--- config.mk ---
export PLATFORM = sky130hd
export DESIGN_NAME = drbg_sync_controller
export DESIGN_NICKNAME = d
export VERILOG_FILES = /design/src/rtl/drbg_sync_pkg.sv /design/src/rtl/seq_diff_cmp.sv /design/src/rtl/drbg_sync_controller.sv
export SDC_FILE = /design/constraint.sdc
export NUM_CORES = 1
export LEC_CHECK = 0
export BUFFER_PORTS_ARGS = -buffer_cell sky130_fd_sc_hd__buf_2
export CAP_MARGIN = 0
export CELL_PAD_IN_SITES_DETAIL_PLACEMENT = 0
export CELL_PAD_IN_SITES_GLOBAL_PLACEMENT = 1
export CORE_AREA = 2 2 150 152
export DETAILED_ROUTE_END_ITERATION = 10
export DIE_AREA = 0 0 152 154
export GPL_TIMING_DRIVEN = 1
export PLACE_DENSITY_LB_ADDON = 0.1
export SLEW_MARGIN = 20
export SYNTH_ARGS = -nofsm -noshare
export SYNTH_HDL_FRONTEND = slang
export SYNTH_HIERARCHICAL = 1
export SYNTH_SLANG_ARGS = --single-unit
--- constraint.sdc ---
create_clock -name clk -period 13.08 [get_ports clk]
set_input_delay 0.654 -clock clk [delete_from_list [all_inputs] [get_ports clk]]
set_output_delay 0.654 -clock clk [all_outputs]
set_load 0.1 [all_outputs]
--- src/rtl/drbg_sync_pkg.sv ---
// rtl/drbg_sync_pkg.sv - shared state encoding and sizing helpers for the DRBG sequence synchroniser
package drbg_sync_pkg;

    typedef enum logic [2:0] {
        ST_RESET_DRBG = 3'd0,
        ST_WAIT_INIT  = 3'd1,
        ST_IDLE       = 3'd2,
        ST_EVAL       = 3'd3,
        ST_CATCH_UP   = 3'd4,
        ST_HOLD       = 3'd5,
        ST_LOCKED     = 3'd6
    } state_t;

    localparam int DEF_SEQ_W        = 32;
    localparam int DEF_AHEAD_THRESH = 60;
    localparam int DEF_RST_CYCLES   = 4;
    localparam int DEF_STEP_TIMEOUT = 256;

    // Bits needed to hold values 0..max_val inclusive.
    function automatic int cnt_width(input int max_val);
        return (max_val < 2) ? 1 : $clog2(max_val + 1);
    endfunction

endpackage

--- src/rtl/seq_diff_cmp.sv ---
// rtl/seq_diff_cmp.sv - wrap-aware signed comparison of target vs internal sequence number
module seq_diff_cmp
    import drbg_sync_pkg::*;
#(
    parameter int SEQ_W        = DEF_SEQ_W,
    parameter int AHEAD_THRESH = DEF_AHEAD_THRESH
) (
    input  logic [SEQ_W-1:0] i_target,
    input  logic [SEQ_W-1:0] i_internal,
    output logic             o_eq,
    output logic             o_behind,
    output logic             o_ahead_small,
    output logic             o_ahead_large
);

    localparam logic [SEQ_W-1:0] THRESH = SEQ_W'(AHEAD_THRESH);

    logic [SEQ_W-1:0] w_diff;
    logic [SEQ_W-1:0] w_neg;

    // Most-negative diff negates to itself and lands in ahead_large via the unsigned compare.
    assign w_diff        = i_target - i_internal;
    assign w_neg         = -w_diff;
    assign o_eq          = (w_diff == '0);
    assign o_behind      = !w_diff[SEQ_W-1] && !o_eq;
    assign o_ahead_small = w_diff[SEQ_W-1] && (w_neg <= THRESH);
    assign o_ahead_large = w_diff[SEQ_W-1] && !o_ahead_small;

endmodule

--- src/rtl/drbg_sync_controller.sv ---
// rtl/drbg_sync_controller.sv - steers the slave hash-DRBG to the recovered stream sequence number
// Optional DRBG_SYNC_STATS_EN adds resync_count and step_count outputs.
module drbg_sync_controller
    import drbg_sync_pkg::*;
#(
    parameter int SEQ_W        = DEF_SEQ_W,
    parameter int AHEAD_THRESH = DEF_AHEAD_THRESH,
    parameter int RST_CYCLES   = DEF_RST_CYCLES,
    parameter int STEP_TIMEOUT = DEF_STEP_TIMEOUT
) (
    input  logic             clk,
    input  logic             reset_n,
    input  logic [SEQ_W-1:0] sequence_internal,
    input  logic             init_done,
    input  logic [SEQ_W-1:0] sequence_external,
    input  logic             sequence_external_valid,
    input  logic             V,
    output logic             reset_n_drbg,
    output logic             catch_up_mode,
    output logic             get_next_seed,
    output logic             block_drbg_reseed,
    output logic             locked,
    output logic             sync_error
`ifdef DRBG_SYNC_STATS_EN
    ,
    output logic [15:0]      resync_count,
    output logic [SEQ_W-1:0] step_count
`endif
);

    localparam int RC_W = cnt_width(RST_CYCLES);
    localparam int TO_W = cnt_width(STEP_TIMEOUT);

    state_t           r_state;
    logic [SEQ_W-1:0] r_tgt;
    logic             r_tgt_valid;
    logic [SEQ_W-1:0] r_prev_int;
    logic [RC_W-1:0]  r_rst_cnt;
    logic [TO_W-1:0]  r_timer;

    logic [SEQ_W-1:0] w_new_tgt;
    logic [SEQ_W-1:0] w_cmp_tgt;
    logic             w_eq, w_behind, w_ahead_small, w_ahead_large;
    logic             w_step_seen;
    logic             w_in_init;

    assign w_new_tgt   = V ? sequence_external : sequence_external - SEQ_W'(1);
    // A strobe arriving in the decision cycle wins over the held target.
    assign w_cmp_tgt   = sequence_external_valid ? w_new_tgt : r_tgt;
    assign w_step_seen = (sequence_internal != r_prev_int);
    assign w_in_init   = (r_state == ST_RESET_DRBG) || (r_state == ST_WAIT_INIT);

    seq_diff_cmp #(
        .SEQ_W        (SEQ_W),
        .AHEAD_THRESH (AHEAD_THRESH)
    ) u_cmp (
        .i_target      (w_cmp_tgt),
        .i_internal    (sequence_internal),
        .o_eq          (w_eq),
        .o_behind      (w_behind),
        .o_ahead_small (w_ahead_small),
        .o_ahead_large (w_ahead_large)
    );

    always_ff @(posedge clk or negedge reset_n) begin
        if (!reset_n) begin
            r_state           <= ST_RESET_DRBG;
            r_tgt             <= '0;
            r_tgt_valid       <= 1'b0;
            r_prev_int        <= '0;
            r_rst_cnt         <= RC_W'(RST_CYCLES);
            r_timer           <= '0;
            reset_n_drbg      <= 1'b0;
            catch_up_mode     <= 1'b0;
            get_next_seed     <= 1'b0;
            block_drbg_reseed <= 1'b0;
            locked            <= 1'b0;
            sync_error        <= 1'b0;
`ifdef DRBG_SYNC_STATS_EN
            resync_count      <= '0;
            step_count        <= '0;
`endif
        end else begin
            get_next_seed <= 1'b0;
            sync_error    <= 1'b0;
`ifdef DRBG_SYNC_STATS_EN
            if (get_next_seed)
                step_count <= step_count + SEQ_W'(1);
`endif
            if (sequence_external_valid) begin
                r_tgt       <= w_new_tgt;
                r_tgt_valid <= 1'b1;
            end

            if (!init_done && !w_in_init) begin
                r_state           <= ST_WAIT_INIT;
                catch_up_mode     <= 1'b0;
                block_drbg_reseed <= 1'b0;
                locked            <= 1'b0;
            end else begin
                case (r_state)
                    ST_RESET_DRBG: begin
                        if (r_rst_cnt <= RC_W'(1)) begin
                            r_state      <= ST_WAIT_INIT;
                            reset_n_drbg <= 1'b1;
                        end else begin
                            r_rst_cnt <= r_rst_cnt - RC_W'(1);
                        end
                    end
                    ST_WAIT_INIT: begin
                        if (init_done)
                            r_state <= (r_tgt_valid || sequence_external_valid) ? ST_EVAL : ST_IDLE;
                    end
                    ST_IDLE: begin
                        if (sequence_external_valid)
                            r_state <= ST_EVAL;
                    end
                    ST_EVAL: begin
                        if (w_eq) begin
                            r_state <= ST_LOCKED;
                            locked  <= 1'b1;
                        end else if (w_behind) begin
                            r_state       <= ST_CATCH_UP;
                            catch_up_mode <= 1'b1;
                            get_next_seed <= 1'b1;
                            r_prev_int    <= sequence_internal;
                            r_timer       <= '0;
                        end else if (w_ahead_small) begin
                            r_state           <= ST_HOLD;
                            block_drbg_reseed <= 1'b1;
                        end else begin
                            r_state      <= ST_RESET_DRBG;
                            r_rst_cnt    <= RC_W'(RST_CYCLES);
                            reset_n_drbg <= 1'b0;
`ifdef DRBG_SYNC_STATS_EN
                            if (resync_count != 16'hFFFF)
                                resync_count <= resync_count + 16'd1;
`endif
                        end
                    end
                    ST_CATCH_UP: begin
                        if (w_step_seen) begin
                            if (w_eq) begin
                                r_state       <= ST_LOCKED;
                                catch_up_mode <= 1'b0;
                                locked        <= 1'b1;
                            end else if (w_behind) begin
                                get_next_seed <= 1'b1;
                                r_prev_int    <= sequence_internal;
                                r_timer       <= '0;
                            end else begin
                                r_state       <= ST_EVAL;
                                catch_up_mode <= 1'b0;
                            end
                        end else if (r_timer == TO_W'(STEP_TIMEOUT - 1)) begin
                            sync_error    <= 1'b1;
                            r_state       <= ST_RESET_DRBG;
                            r_rst_cnt     <= RC_W'(RST_CYCLES);
                            reset_n_drbg  <= 1'b0;
                            catch_up_mode <= 1'b0;
`ifdef DRBG_SYNC_STATS_EN
                            if (resync_count != 16'hFFFF)
                                resync_count <= resync_count + 16'd1;
`endif
                        end else begin
                            r_timer <= r_timer + TO_W'(1);
                        end
                    end
                    ST_HOLD: begin
                        if (sequence_external_valid && (w_eq || w_behind)) begin
                            r_state           <= ST_EVAL;
                            block_drbg_reseed <= 1'b0;
                        end
                    end
                    ST_LOCKED: begin
                        if (sequence_external_valid) begin
                            r_state <= ST_EVAL;
                            locked  <= 1'b0;
                        end
                    end
                    default: begin
                        r_state      <= ST_RESET_DRBG;
                        r_rst_cnt    <= RC_W'(RST_CYCLES);
                        reset_n_drbg <= 1'b0;
                    end
                endcase
            end
        end
    end

endmodule

; ---- Word-level counts from Yosys, hierarchy flattened
; Index checks and enable logic that the tools add are counted.
[word_totals]
reg_bits = 86
output_inout_bits = 6
elab_cells = 143
[op_classes]
addsub = 5
magnitude_cmp = 2
eq_ne = 29
muxes = 66
bitwise = 2
reduce_logical = 27
[op_table]
columns = cell, n
row1 = two-way mux 32 bit, 5
row2 = one-hot mux 32 bit (2 select lines), 1
row3 = two-way mux 3 bit, 18
row4 = two-way mux 9 bit, 4
row5 = "<= comparator 32 x 6 -> 1 bit, second input constant", 1
row6 = logical NOT 32 bit, 1
row7 = != test 32 bit, 1
row8 = negation 32 bit, 1
row9 = "subtractor 32 x 1 -> 32 bit, second input constant", 1
row10 = subtractor 32 bit, 1
row11 = two-way mux 1 bit, 30
row12 = "!= test 3 bit, second input constant", 7
row13 = one-hot mux 3 bit (6 select lines), 1
row14 = one-hot mux 9 bit (2 select lines), 1
row15 = AND reduction 8 bit, 2
row16 = "!= test 2 bit, second input constant", 7
row17 = one-hot mux 3 bit (4 select lines), 1
row18 = AND reduction 5 bit, 2
row19 = "adder 9 x 1 -> 9 bit, second input constant", 1
row20 = "equality test 3 bit, second input constant", 3
row21 = "equality test 9 x 8 -> 1 bit, second input constant", 1
row22 = AND reduction 3 bit, 3
row23 = "equality test 3 x 2 -> 1 bit, second input constant", 2
row24 = "!= test 3 x 1 -> 1 bit, second input constant", 2
row25 = other kinds (21), 34

; ---- Longest topological paths before layout
[logic_depth]
ltp_word = 12
depth_mapped = 25
ltp_nobuf = 24

; ---- Hierarchy
; Netlist, hierarchy kept.
[by_module_without_submodules]
columns = mod, instances, cells_per_inst, area_per_inst_um2, seq_area_each_um2
row1 = drbg_sync_controller, 1, 466, 4967.3, 2153.3
row2 = seq_diff_cmp, 1, 344, 2347.3, 0.0

; ---- Worst setup path after synthesis
; No wires, ideal clock.
[synth_path]
path_type = input -> register
from = input port sequence_external[0]
to = register r_state[2]
arrival_ps = 5881
required_ps = 12959
slack_ps = 7078
stages = 24
n_path_buf = 1
cell_sequence = inv_1 ha_1 nor4b_4 nand3_2 or4_4 nor3_2 xnor2_1 a21oi_1 ha_1 buf_2 nand4_1 a311oi_1 nor3_1 xnor2_1 or4_1 nor4_1 nand3_1 nor4_1 o21ai_0 and3_1 o21ai_0 and3_1 nand3_1 a22o_1
[synth_rtl]
columns = element, line
row1 = start: declaration, drbg_sync_controller.sv:15  ; input logic [SEQ_W-1:0] sequence_external,
row2 = subtractor 32 x 1 -> 32 bit (*), drbg_sync_controller.sv:47  ; assign w_new_tgt = V ? sequence_external : sequence_external - SEQ_W'(1);
row3 = two-way mux 32 bit (*), drbg_sync_controller.sv:47
row4 = two-way mux 32 bit (*), -
row5 = named net w_cmp_tgt[16], drbg_sync_controller.sv:42  ; logic [SEQ_W-1:0] w_cmp_tgt;
row6 = subtractor 32 bit (*), seq_diff_cmp.sv:22  ; assign w_diff = i_target - i_internal;
row7 = logical NOT 32 bit (*), seq_diff_cmp.sv:24  ; assign o_eq = (w_diff == '0);
row8 = named net w_eq, drbg_sync_controller.sv:43  ; logic w_eq, w_behind, w_ahead_small, w_ahead_large;
row9 = logical NOT 1 bit, seq_diff_cmp.sv:25  ; assign o_behind = !w_diff[SEQ_W-1] && !o_eq;
row10 = logical AND 1 bit, seq_diff_cmp.sv:25
row11 = two-way mux 3 bit or logical OR 1 bit (tied branches), "drbg_sync_controller.sv:122, drbg_sync_controller.sv:170"
row12 = two-way mux 3 bit or logical AND 1 bit (tied branches), "drbg_sync_controller.sv:119, drbg_sync_controller.sv:170"
row13 = one-hot mux 3 bit (6 select lines) or != test 3 bit (tied branches), -
row14 = two-way mux 3 bit or AND reduction 6 bit (tied branches), -
row15 = end signal: assignment, drbg_sync_controller.sv:112  ; r_state <= (r_tgt_valid || sequence_external_valid) ? ST_EVAL : ST_IDLE;
row16 = end: declaration, drbg_sync_controller.sv:34  ; state_t r_state;
; The timed path passes the listed nets; every way through them passes the cells marked *.
; A chain may end at the register's enable or synchronous reset.

; ---- Worst setup path after layout
; Same ends and word-level chain as after synthesis.

==> flow_metrics.py <==
metrics = {
    "status": {
        "status": "completed",
    },
    "clock_network": {
        "cts_num_sinks": 86,
        "cts_resized": 0,
        "clk-insertion-delay-late_ns": 0.35,
        "root_buffer": "clkbuf_16",
        "cts_tree": "yes",
        "holdBufCountCts": 0,
        "max-clock-path-buffers": 2,
        "h-tree-depth": 3,
        "clk_pin_slew_worst_paths_ns": 0.07,
        "cts_buffers": 9,
        "post_cts_buffers": 0,
    },
    "timing": {
        "fmax_ghz": 0.147,
        "slew_headroom_pct": 51.0,
        "slew_violations": 0,
        "setup_viol": 0,
        "hold_violations": 0,
        "period_needed_ns": 6.79,
        "final.period_utilization_pct": 51.9,
        "tns_ns": 0,
        "worst_slew_pin_slew_ns": 0.736,
        "setup_slack_ns": 6.29,
        "rsz0062_at_grt": "false",
        "clock_skew_ns": 0.00925,
    },
    "setup_path": {
        "crit_arrival_ns": 7.03,
        "start_kind": "input pin",
        "crit_path_top_delay_cell": "ha_1",
        "r2r_cells": 19,
        "regToRegStartpoint": "r_tgt[1]$_DFF_PN0_",
        "worst-setup-path-type": "in2reg",
        "r2r_slack_ns": 7.74,
        "cp-end-kind": "flop",
        "critPathMaxStageDelay_ns": 0.55,
        "r2r_end": "r_state[2]$_DFFE_PN0P_",
        "required_ns": 13.32,
        "path_max_fanout": 10,
    },
    "flow_run": {
        "max_cap_violations": 0,
    },
    "detailed_routing": {
        "ant_nets": 0,
        "wl_per_cell_um": 18.7,
        "first_pass_iters": 5,
        "wl_mm": 21.5,
        "drt-initial-drc-count": 343,
        "drc": 0,
        "vias": 6184,
        "routed_via_density": 5.38,
    },
    "cells_and_area": {
        "final_nets": 971,
        "syn_to_final_growth_pct": 11.6,
        "nFillCells": 2264,
        "insertedDiodeCount": 0,
        "final_cell_mix": "dfrtp_1, nor2_1, buf_2, a21oi_1, xor2_1",
        "drive_gt1_share_pct": 20.7,
        "final_common_cell": "dfrtp_1",
    },
    "pwr": {
        "power.total_w": 0.00124,
        "p_leak_nw": 3.51,
        "ir_drop_mv": 0.0656,
        "power_density_nw_per_um2": 153,
    },
    "place": {
        "gp_congestion": 0.828,
        "place_hpwl_mm": 17.2,
        "io_buffers": 74,
        "pre_cts_slack_ns": 5.97,
    },
    "die": {
        "num_rows": 54,
        "io_pins": 75,
        "die_x_um": 152,
        "core_um2": 21700,
        "die_y_um": 154,
        "initial_core_util_pct": 33.7,
        "dieArea_um2": 23400,
    },
    "yosys": {
        "synth_warnings": 6,
        "synth_nets": 915,
        "netlist_instances": 809,
        "synth_area_um2": 7310,
        "syn_avg_cell_area_um2": 9.03,
    },
    "global_route": {
        "grt_usage_pct": 18.4,
        "antenna_found_initial": 0,
        "grt-ovfl-total": 0,
        "grt_pass1_wl_mm": 34.6,
        "grt_pass1_vias": 6140,
        "grt_max_degree": 76,
    },
    "hold_path": {
        "hp-class": "in2async",
    },
}
[through the flow]
stage,instances,hold slack [ns],instance area (µm²),utilization (%)
after detailed placement,1134,0.454,7850,36.2
final,1150,0.131,8150,37.6
after global placement,1134,0.445,7850,36.2
after CTS,1150,0.121,8150,37.6
after floorplan,809,0.358,7310,-
after global routing,1150,0.128,8150,37.6
[sequential cells by signal, indices dropped and copies added (netlist names)]
register and cells:
sync_error 1, r_state 3, r_timer 9, r_tgt_valid 1
r_rst_cnt 3, r_prev_int 32, locked 1, catch_up_mode 1
reset_n_drbg 1, block_drbg_reseed 1, get_next_seed 1, r_tgt 32
[power by group]
part           internal, W  leakage, nW  total [W]  switching [W]
Sequential        0.000343         1.03   0.000412      0.0000693
Combinational     0.000252         2.35   0.000565       0.000313
Clock             0.000150        0.136   0.000268       0.000118
Total             0.000744         3.51    0.00124       0.000501
[metal layers]
layer  up-vias  global-route usage [%]  part of all wire [%]
li1       3052                       -                     -
met2        87                    31.4                    49
met4         0                    4.23                   1.3
met1      3031                    25.4                    48
met5         -                       0                     0
met3        14                    1.80                   2.3
[worst max-delay path: cells and delay by family]
kind / cells / cell delay (ns)
AO/OA/AOI/OAI: 6 / 1.35
AND/OR/NAND/NOR: 12 / 3.57
adder cells (fa/ha/maj): 2 / 0.71
buffers and inverters: 3 / 0.44
XOR/XNOR: 2 / 0.33
[layout make-up]
| class | instances | area, µm² | share of cell area, % |
|---|---|---|---|
| well taps | 280 | 350 | 4.30 |
| clock inverters | 6 | 70.1 | 0.860 |
| clock buffers | 10 | 229 | 2.81 |
| flip-flops and latches | 86 | 2150 | 26.4 |
| inverters | 46 | 173 | 2.12 |
| repair buffers | 79 | 414 | 5.08 |
| multi-input cells | 643 | 4760 | 58.4 |
[how the worst max path moves through the flow]
stage / startpoint / endpoint / slack [ns]
6_report: sequence_external[0] / r_state[2]$_DFFE_PN0P_ / 6.29
2_1_floorplan: sequence_external[0] / r_state[2]$_DFFE_PN0P_ / 7.08
3_5_place_dp: sequence_external[0] / r_state[2]$_DFFE_PN0P_ / 5.97
5_1_grt: sequence_external[0] / r_state[2]$_DFFE_PN0P_ / 5.83
4_1_cts: sequence_external[0] / r_state[2]$_DFFE_PN0P_ / 6.33
3_3_place_gp: sequence_external[0] / r_state[2]$_DFFE_PN0P_ / 5.97
No activity file was read; power rests on OpenSTA's default activity.
